**src/rtl/frame_tx_sched.sv**
```systemverilog
// Two-port frame scheduler: drains FWFT FIFO read ports into one byte stream,
// switching only on frame boundaries. Optional stats: FRAME_TX_SCHED_STATS_EN.
module frame_tx_sched #(
   parameter int IFG_CYC  = 12,
   parameter int FLUSH_TO = 2048,
   parameter int MAX_FRM  = 1518
) (
   input  logic        clk,
   input  logic        arst,
   input  logic [7:0]  p0_do,
   input  logic [7:0]  p1_do,
   input  logic        p0_eod,
   input  logic        p1_eod,
   input  logic        p0_empty,
   input  logic        p1_empty,
   input  logic        p0_aempty,
   input  logic        p1_aempty,
   input  logic        p0_half,
   input  logic        p1_half,
   output logic        p0_re,
   output logic        p1_re,
   output logic [7:0]  tx_data,
   output logic        tx_valid,
   output logic        tx_last,
   output logic        tx_err,
   input  logic        tx_ready,
   output logic        cur_port,
`ifdef FRAME_TX_SCHED_STATS_EN
   output logic [15:0] p0_frm_cnt,
   output logic [15:0] p1_frm_cnt,
   output logic [7:0]  trunc_cnt,
`endif
   output logic        busy
);

   localparam int BW = $clog2(MAX_FRM) + 1;
   localparam int FW = $clog2(FLUSH_TO) + 1;
   localparam int GW = (IFG_CYC > 0) ? $clog2(IFG_CYC + 1) : 1;

   typedef enum logic [1:0] {S_IDLE, S_ARB, S_XFER, S_GAP} state_t;

   state_t            state_q, state_d;
   logic [1:0]        empty_v, aempty_v, half_v;
   logic [1:0]        elig, hv, flush_hit;
   logic [1:0][FW-1:0] fcnt_q;
   logic              cur_q, rr_q, gnt_port;
   logic [BW-1:0]     bcnt_q;
   logic [GW-1:0]     gcnt_q;
   logic              grun_q;
   logic [7:0]        data_q;
   logic              vld_q, last_q, err_q;
   logic [7:0]        cur_do;
   logic              cur_eod, cur_empty;
   logic              pop, at_max, last_pop, acc_last, gap_done, grant_evt;

   assign empty_v  = {p1_empty, p0_empty};
   assign aempty_v = {p1_aempty, p0_aempty};
   assign half_v   = {p1_half, p0_half};

   // A nearly-empty port only competes once its flush timer has expired.
   always_comb begin
      flush_hit = '0;
      elig      = '0;
      for (int n = 0; n < 2; n++) begin
         flush_hit[n] = (fcnt_q[n] >= FW'(FLUSH_TO));
         elig[n]      = ~empty_v[n] & (~aempty_v[n] | flush_hit[n]);
      end
   end

   assign hv = half_v & elig;

   always_comb begin
      if (hv == 2'b01)
         gnt_port = 1'b0;
      else if (hv == 2'b10)
         gnt_port = 1'b1;
      else if (elig[~rr_q])
         gnt_port = ~rr_q;
      else
         gnt_port = rr_q;
   end

   assign cur_do    = cur_q ? p1_do    : p0_do;
   assign cur_eod   = cur_q ? p1_eod   : p0_eod;
   assign cur_empty = cur_q ? p1_empty : p0_empty;

   assign pop       = (state_q == S_XFER) & ~cur_empty & (~vld_q | tx_ready);
   assign at_max    = (bcnt_q == BW'(MAX_FRM - 1));
   assign last_pop  = pop & (cur_eod | at_max);
   assign acc_last  = vld_q & tx_ready & last_q;
   assign grant_evt = (state_q == S_ARB) & (|elig);

   always_comb begin
      if (IFG_CYC == 0)
         gap_done = (state_q == S_GAP) & acc_last;
      else
         gap_done = (state_q == S_GAP) & grun_q & (gcnt_q == GW'(IFG_CYC - 1));
   end

   always_ff @(posedge clk or posedge arst) begin
      if (arst)
         state_q <= S_IDLE;
      else
         state_q <= state_d;
   end

   // Every grant passes through ARB, giving a fixed two-cycle elig-to-pop latency.
   always_comb begin
      state_d = state_q;
      case (state_q)
         S_IDLE: if (|elig) state_d = S_ARB;
         S_ARB:  state_d = (|elig) ? S_XFER : S_IDLE;
         S_XFER: if (last_pop) state_d = S_GAP;
         S_GAP:  if (gap_done) state_d = S_IDLE;
         default: state_d = S_IDLE;
      endcase
   end

   always_comb begin
      p0_re    = pop & ~cur_q;
      p1_re    = pop & cur_q;
      busy     = (state_q != S_IDLE);
      cur_port = cur_q;
      tx_data  = data_q;
      tx_valid = vld_q;
      tx_last  = last_q;
      tx_err   = err_q;
   end

   always_ff @(posedge clk or posedge arst) begin
      if (arst) begin
         cur_q  <= 1'b0;
         rr_q   <= 1'b0;
         bcnt_q <= '0;
         data_q <= '0;
         vld_q  <= 1'b0;
         last_q <= 1'b0;
         err_q  <= 1'b0;
      end else begin
         if (grant_evt) begin
            cur_q  <= gnt_port;
            bcnt_q <= '0;
         end
         if (pop) begin
            data_q <= cur_do;
            vld_q  <= 1'b1;
            last_q <= cur_eod | at_max;
            err_q  <= ~cur_eod & at_max;
            bcnt_q <= bcnt_q + BW'(1);
         end else if (vld_q & tx_ready) begin
            vld_q  <= 1'b0;
            last_q <= 1'b0;
            err_q  <= 1'b0;
         end
         if (last_pop)
            rr_q <= cur_q;
      end
   end

   // Gap timing starts only once the closing byte has left the output register.
   always_ff @(posedge clk or posedge arst) begin
      if (arst) begin
         grun_q <= 1'b0;
         gcnt_q <= '0;
      end else if ((state_q == S_GAP) && !grun_q && acc_last && (IFG_CYC > 0)) begin
         grun_q <= 1'b1;
         gcnt_q <= '0;
      end else if (grun_q) begin
         if (gap_done)
            grun_q <= 1'b0;
         gcnt_q <= gcnt_q + GW'(1);
      end
   end

   always_ff @(posedge clk or posedge arst) begin
      if (arst) begin
         fcnt_q <= '0;
      end else begin
         for (int n = 0; n < 2; n++) begin
            if (empty_v[n] | ~aempty_v[n] | (grant_evt & (gnt_port == 1'(n))))
               fcnt_q[n] <= '0;
            else if (!((state_q == S_XFER) && (cur_q == 1'(n))) && !flush_hit[n])
               fcnt_q[n] <= fcnt_q[n] + FW'(1);
         end
      end
   end

`ifdef FRAME_TX_SCHED_STATS_EN
   always_ff @(posedge clk or posedge arst) begin
      if (arst) begin
         p0_frm_cnt <= '0;
         p1_frm_cnt <= '0;
         trunc_cnt  <= '0;
      end else if (acc_last) begin
         if (cur_q)
            p1_frm_cnt <= p1_frm_cnt + 16'd1;
         else
            p0_frm_cnt <= p0_frm_cnt + 16'd1;
         if (err_q && (trunc_cnt != 8'hFF))
            trunc_cnt <= trunc_cnt + 8'd1;
      end
   end
`endif

endmodule
```
**config.mk**
```make
export PLATFORM = sky130hd
export DESIGN_NAME = frame_tx_sched
export DESIGN_NICKNAME = d
export VERILOG_FILES = /design/src/rtl/frame_tx_sched.sv
export SDC_FILE = /design/constraint.sdc
export NUM_CORES = 1
export LEC_CHECK = 0
export CORE_ASPECT_RATIO = 1.2
export CORE_MARGIN = 2
export CORE_UTILIZATION = 50
export CTS_CLUSTER_DIAMETER = 120
export DETAILED_ROUTE_END_ITERATION = 10
export GPL_TIMING_DRIVEN = 0
export PLACE_DENSITY = 0.74
export SLEW_MARGIN = 20
export SYNTH_ARGS = -nofsm -noshare
export SYNTH_HDL_FRONTEND = slang
export SYNTH_SLANG_ARGS = --single-unit
```
**constraint.sdc**
```tcl
create_clock -name clk -period 4.7 [get_ports clk]
set_input_delay 0.94 -clock clk [delete_from_list [all_inputs] [get_ports clk]]
set_output_delay 0.94 -clock clk [all_outputs]
set_load 0.05 [all_outputs]
```
==> impl_metrics.csv, run 1 <==
group,metric,value,unit
synthesis,async_reset_ff_share,100,%
setup_path,crit_start,"p1_empty",
clocking,clk_latency,0.31,ns
die,coreArea,5930,um^2
sta,drv_slew,0,
power_and_ir_drop,p_int,0.970,mW
route,postRouteAntennaNets,0,
global_route,grt_max_degree,57,
sta,setup_viol,0,
global_route,antenna_found_initial,0,
global_route,grt_use_met2,36.1,%
power_and_ir_drop,swShare,42.9,%
route,drt_first_pass_iters,4,
clocking,cts_setup_buffers,0,
placement,post-place-cells,436,
synthesis,synth_top_family_by_area,"simple AND/OR/NAND/NOR gates",
die,rows,31,
power_and_ir_drop,power_frac_comb,45.1,%
synthesis,netlist_area,3020,um^2
cells_and_area,layout_common_cells,"dfrtp_1 (56), clkdlybuf4s50_1 (41), nand2_1 (26)",
clocking,path_clk_slew,0.09,ns
synthesis,yosysSeqAreaShare,46.3,%
sta,setup-tns-final,0,ns
sta,finClkSkew,0.00948,ns
synthesis,ys.flop_type,"dfrtp_1",
clocking,clockRootBuffer,"clkbuf_8",
worst_hold_path,min-delay-start,"tx_data[4]",
clocking,cts_resized,0,
cells_and_area,finalNonFillerCells,441,
die,start_util,51.0,%
sta,relSlewSlack,55.4,%
route,drt_iter0_markers,91,
synthesis,synth_cell_types,51,
setup_path,crit_buf_inv,3,
cells_and_area,nets,395,
route,wire_per_inst,14.2,um
route,avgViaCountPerCell,5.60,
setup_path,max_stage_delay,0.81,ns
cells_and_area,mostFrequentLayoutCell,"dfrtp_1",
global_route,grt_overflow,0,
sta,worst_pin_slew,0.652,ns
synthesis,synth-compound-area-share,10.7,%
worst_hold_path,hold_class,"reg -> reg",
power_and_ir_drop,ir_drop,0.000301,V
synthesis,syn_nets,347,
route,drcViolationCount,0,
clocking,ctsLongestPathBuffers,2,
setup_path,crit_path_cell_trace,"clkdlybuf4s50_1, mux2i_1, nand3_1, clkbuf_1, nor2_1, clkdlybuf4s50_1",
sta,hold_viol_final,0,
placement,hpwlAfterDp,4.46,mm
setup_path,cp.arrival,3.33,ns
power_and_ir_drop,switching_power,0.729,mW
synthesis,postSynthCellCount,313,
global_route,global_route.usage.met3,5.86,%
clocking,cts-htree-levels,2,
power_and_ir_drop,seq_power_share,40.4,%
placement,portBuffers,41,
cells_and_area,area_growth,19.3,%
global_route,grt_first_pass_wirelength,10.8,mm
setup_path,cpLargestDelayFamily,"buffers and inverters",
global_route,top_usage_layer,"met2",
route,vias,2470,
setup_path,crit_slowest_cell,"clkdlybuf4s50_1",
global_route,grt_use_total,20.7,%
setup_path,required,3.76,ns
power_and_ir_drop,leakagePower,1.50,nW
power_and_ir_drop,p_per_area,471,nW/um^2
power_and_ir_drop,clockPowerShare,14.4,%
die,die_h,89.2,um
run_status,status,"complete, no violations",
global_route,first_global_vias,2446,
cells_and_area,final_layout_size_suffix_gt1_share,5.29,%
clocking,cts_hold_buf,0,
synthesis,synth_xor_xnor_area_share,5.79,%
sta,timing.final.crit_share,90.8,%
synthesis,ys_ff_latch,56,
synthesis,syn_area_per_cell,9.66,um^2
sta,max_freq,234,MHz
power_and_ir_drop,total_power,1.70,mW
sta,period_minus_slack,4.27,ns
synthesis,synth_mux_area_share,6.33,%
global_route,use_met1,24.1,%
synthesis,yosysWarnings,0,
setup_path,crit_top_cell,"clkdlybuf4s50_1",
clocking,cts_buffers,5,
setup_path,path_class,"in -> out",
route,drt_wl_total,6.24,mm
clocking,clock-sinks,56,
synthesis,synthAdderAreaFrac,2.90,%
setup_path,crit_path_end_kind,"primary output",
setup_path,worstPathMaxFanout,10,
die,dieArea,6690,um^2
synthesis,synthSimpleGateAreaFrac,24.0,%
flow_run,drv_cap,0,
die,die_w,75.0,um
synthesis,synth_edf_count,0,
cells_and_area,diodes,0,
die,io_pins,42,
sta,rsz0062_at_grt,"no",
setup_path,worstSetupStartpointType,"input pin",
placement,gp_congestion,0.820,
clocking,cts_tree,"built",
[path summary, 6_finish.rpt]
| path | endpoint | slack (ns) | cells after the start |
|---|---|---|---|
| setup / recovery | p0_re | 0.43 | 6 |
| hold / removal | tx_data[4] | 0.49 | 2 |
| setup reg to reg | fcnt_q[16] | 2.81 | 5 |
| hold reg to reg | tx_data[4] | 0.49 | 2 |
| max in group asynchronous | fcnt_q[9] | 3.16 | 2 |
| min in group asynchronous | fcnt_q[22] | 1.07 | 2 |
[Yosys cell counts, types with 3 or more instances]
cell type | n | area [um^2]
dfrtp_1 | 56 | 1400
nand2_1 | 26 | 97.6
o21ai_0 | 21 | 105
nor2_1 | 20 | 75.1
mux2i_1 | 18 | 180
nor3_1 | 17 | 85.1
nand3_1 | 15 | 75.1
xnor2_1 | 13 | 114
inv_1 | 12 | 45.0
nand4_1 | 11 | 68.8
a21oi_1 | 9 | 45.0
clkbuf_1 | 8 | 30.0
ha_1 | 7 | 87.6
xor2_1 | 7 | 61.3
nand2b_1 | 6 | 37.5
nor2b_1 | 5 | 31.3
nor4_1 | 5 | 31.3
and3_1 | 4 | 25.0
a21o_1 | 3 | 22.5
a31oi_1 | 3 | 18.8
buf_2 | 3 | 15.0
nor3b_1 | 3 | 22.5
o211ai_1 | 3 | 22.5
or3_1 | 3 | 18.8
[tightest hold or removal path, delay by kind of cell (launching register included)]
family / cells / cell delay [ns]
AOI/OAI and AO/OA: 1 / 0.06
DFF: 1 / 0.35
and+or+nand+nor: 1 / 0.05
[layout make-up]
type                    count  area, um^2
fillers                   534        2330
multi-input cells         230        1500
flip-flops and latches     56        1400
repair buffers             41         410
well taps                  82         103
plain buffers              15        76.3
clock buffers               5        68.8
inverters                  12        47.5
[stage by stage]
stage                     instance area (um^2)  hold slack [ns]  utilization, %  worst slack [ns]
after CTS                                 3610            0.491            60.8             0.447
after global routing                      3610            0.508            60.8             0.235
after global placement                    3540            0.454            59.6             0.490
final                                     3610            0.486            60.8             0.431
after floorplan                           3020            0.432               -              1.54
after detailed placement                  3540            0.470            59.6             0.468
[per-layer routing]
layer	vias up	share of wire [%]	routed length, um
met5	-	0	0
li1	1210	-	-
met2	71	50	3130
met1	1175	42	2650
met3	14	5.3	331
met4	0	2.1	132
[registers in the layout (all words and copies together) (netlist names), named ones only]
name and flops:
tx_last 1, cur_port 1, fcnt_q 24, tx_err 1
bcnt_q 12, tx_data 8, state_q 1, rr_q 1
gcnt_q 4, grun_q 1, tx_valid 1
[cells by family (layout without fill, tap and decap cells)]
group / Yosys count / in the layout
AO/OA/AOI/OAI: 52 / 52
XOR/XNOR: 20 / 20
adder cells (fa/ha/maj): 7 / 7
buffers and inverters: 27 / 73
flip-flops: 56 / 56
multiplexers: 19 / 19
AND/OR/NAND/NOR: 132 / 132
[power by group through the flow]
| stage | Combinational [mW] | Clock (mW) | Sequential, mW |
|---|---|---|---|
| 2_1_floorplan | 0.398 | 0 | 0.828 |
| 3_3_place_gp | 0.757 | 0 | 0.692 |
| 3_5_place_dp | 0.771 | 0 | 0.694 |
| 4_1_cts | 0.773 | 0.246 | 0.686 |
| 5_1_grt | 0.848 | 0.269 | 0.704 |
| 6_report | 0.767 | 0.245 | 0.687 |
Power figures use the tool's default switching activity.
==> run 2: changes to the inputs <==
--- a/config.mk
+++ b/config.mk
@@ -8,6 +8,7 @@
 export CORE_ASPECT_RATIO = 1.2
 export CORE_MARGIN = 2
 export CORE_UTILIZATION = 50
+export CTS_BUF_LIST = sky130_fd_sc_hd__clkbuf_2 sky130_fd_sc_hd__clkbuf_4 sky130_fd_sc_hd__clkbuf_8
 export CTS_CLUSTER_DIAMETER = 120
 export DETAILED_ROUTE_END_ITERATION = 10
 export GPL_TIMING_DRIVEN = 0
==> results of run 2 <==
The final DEF is identical to that of run 1; final timing and power are the same.
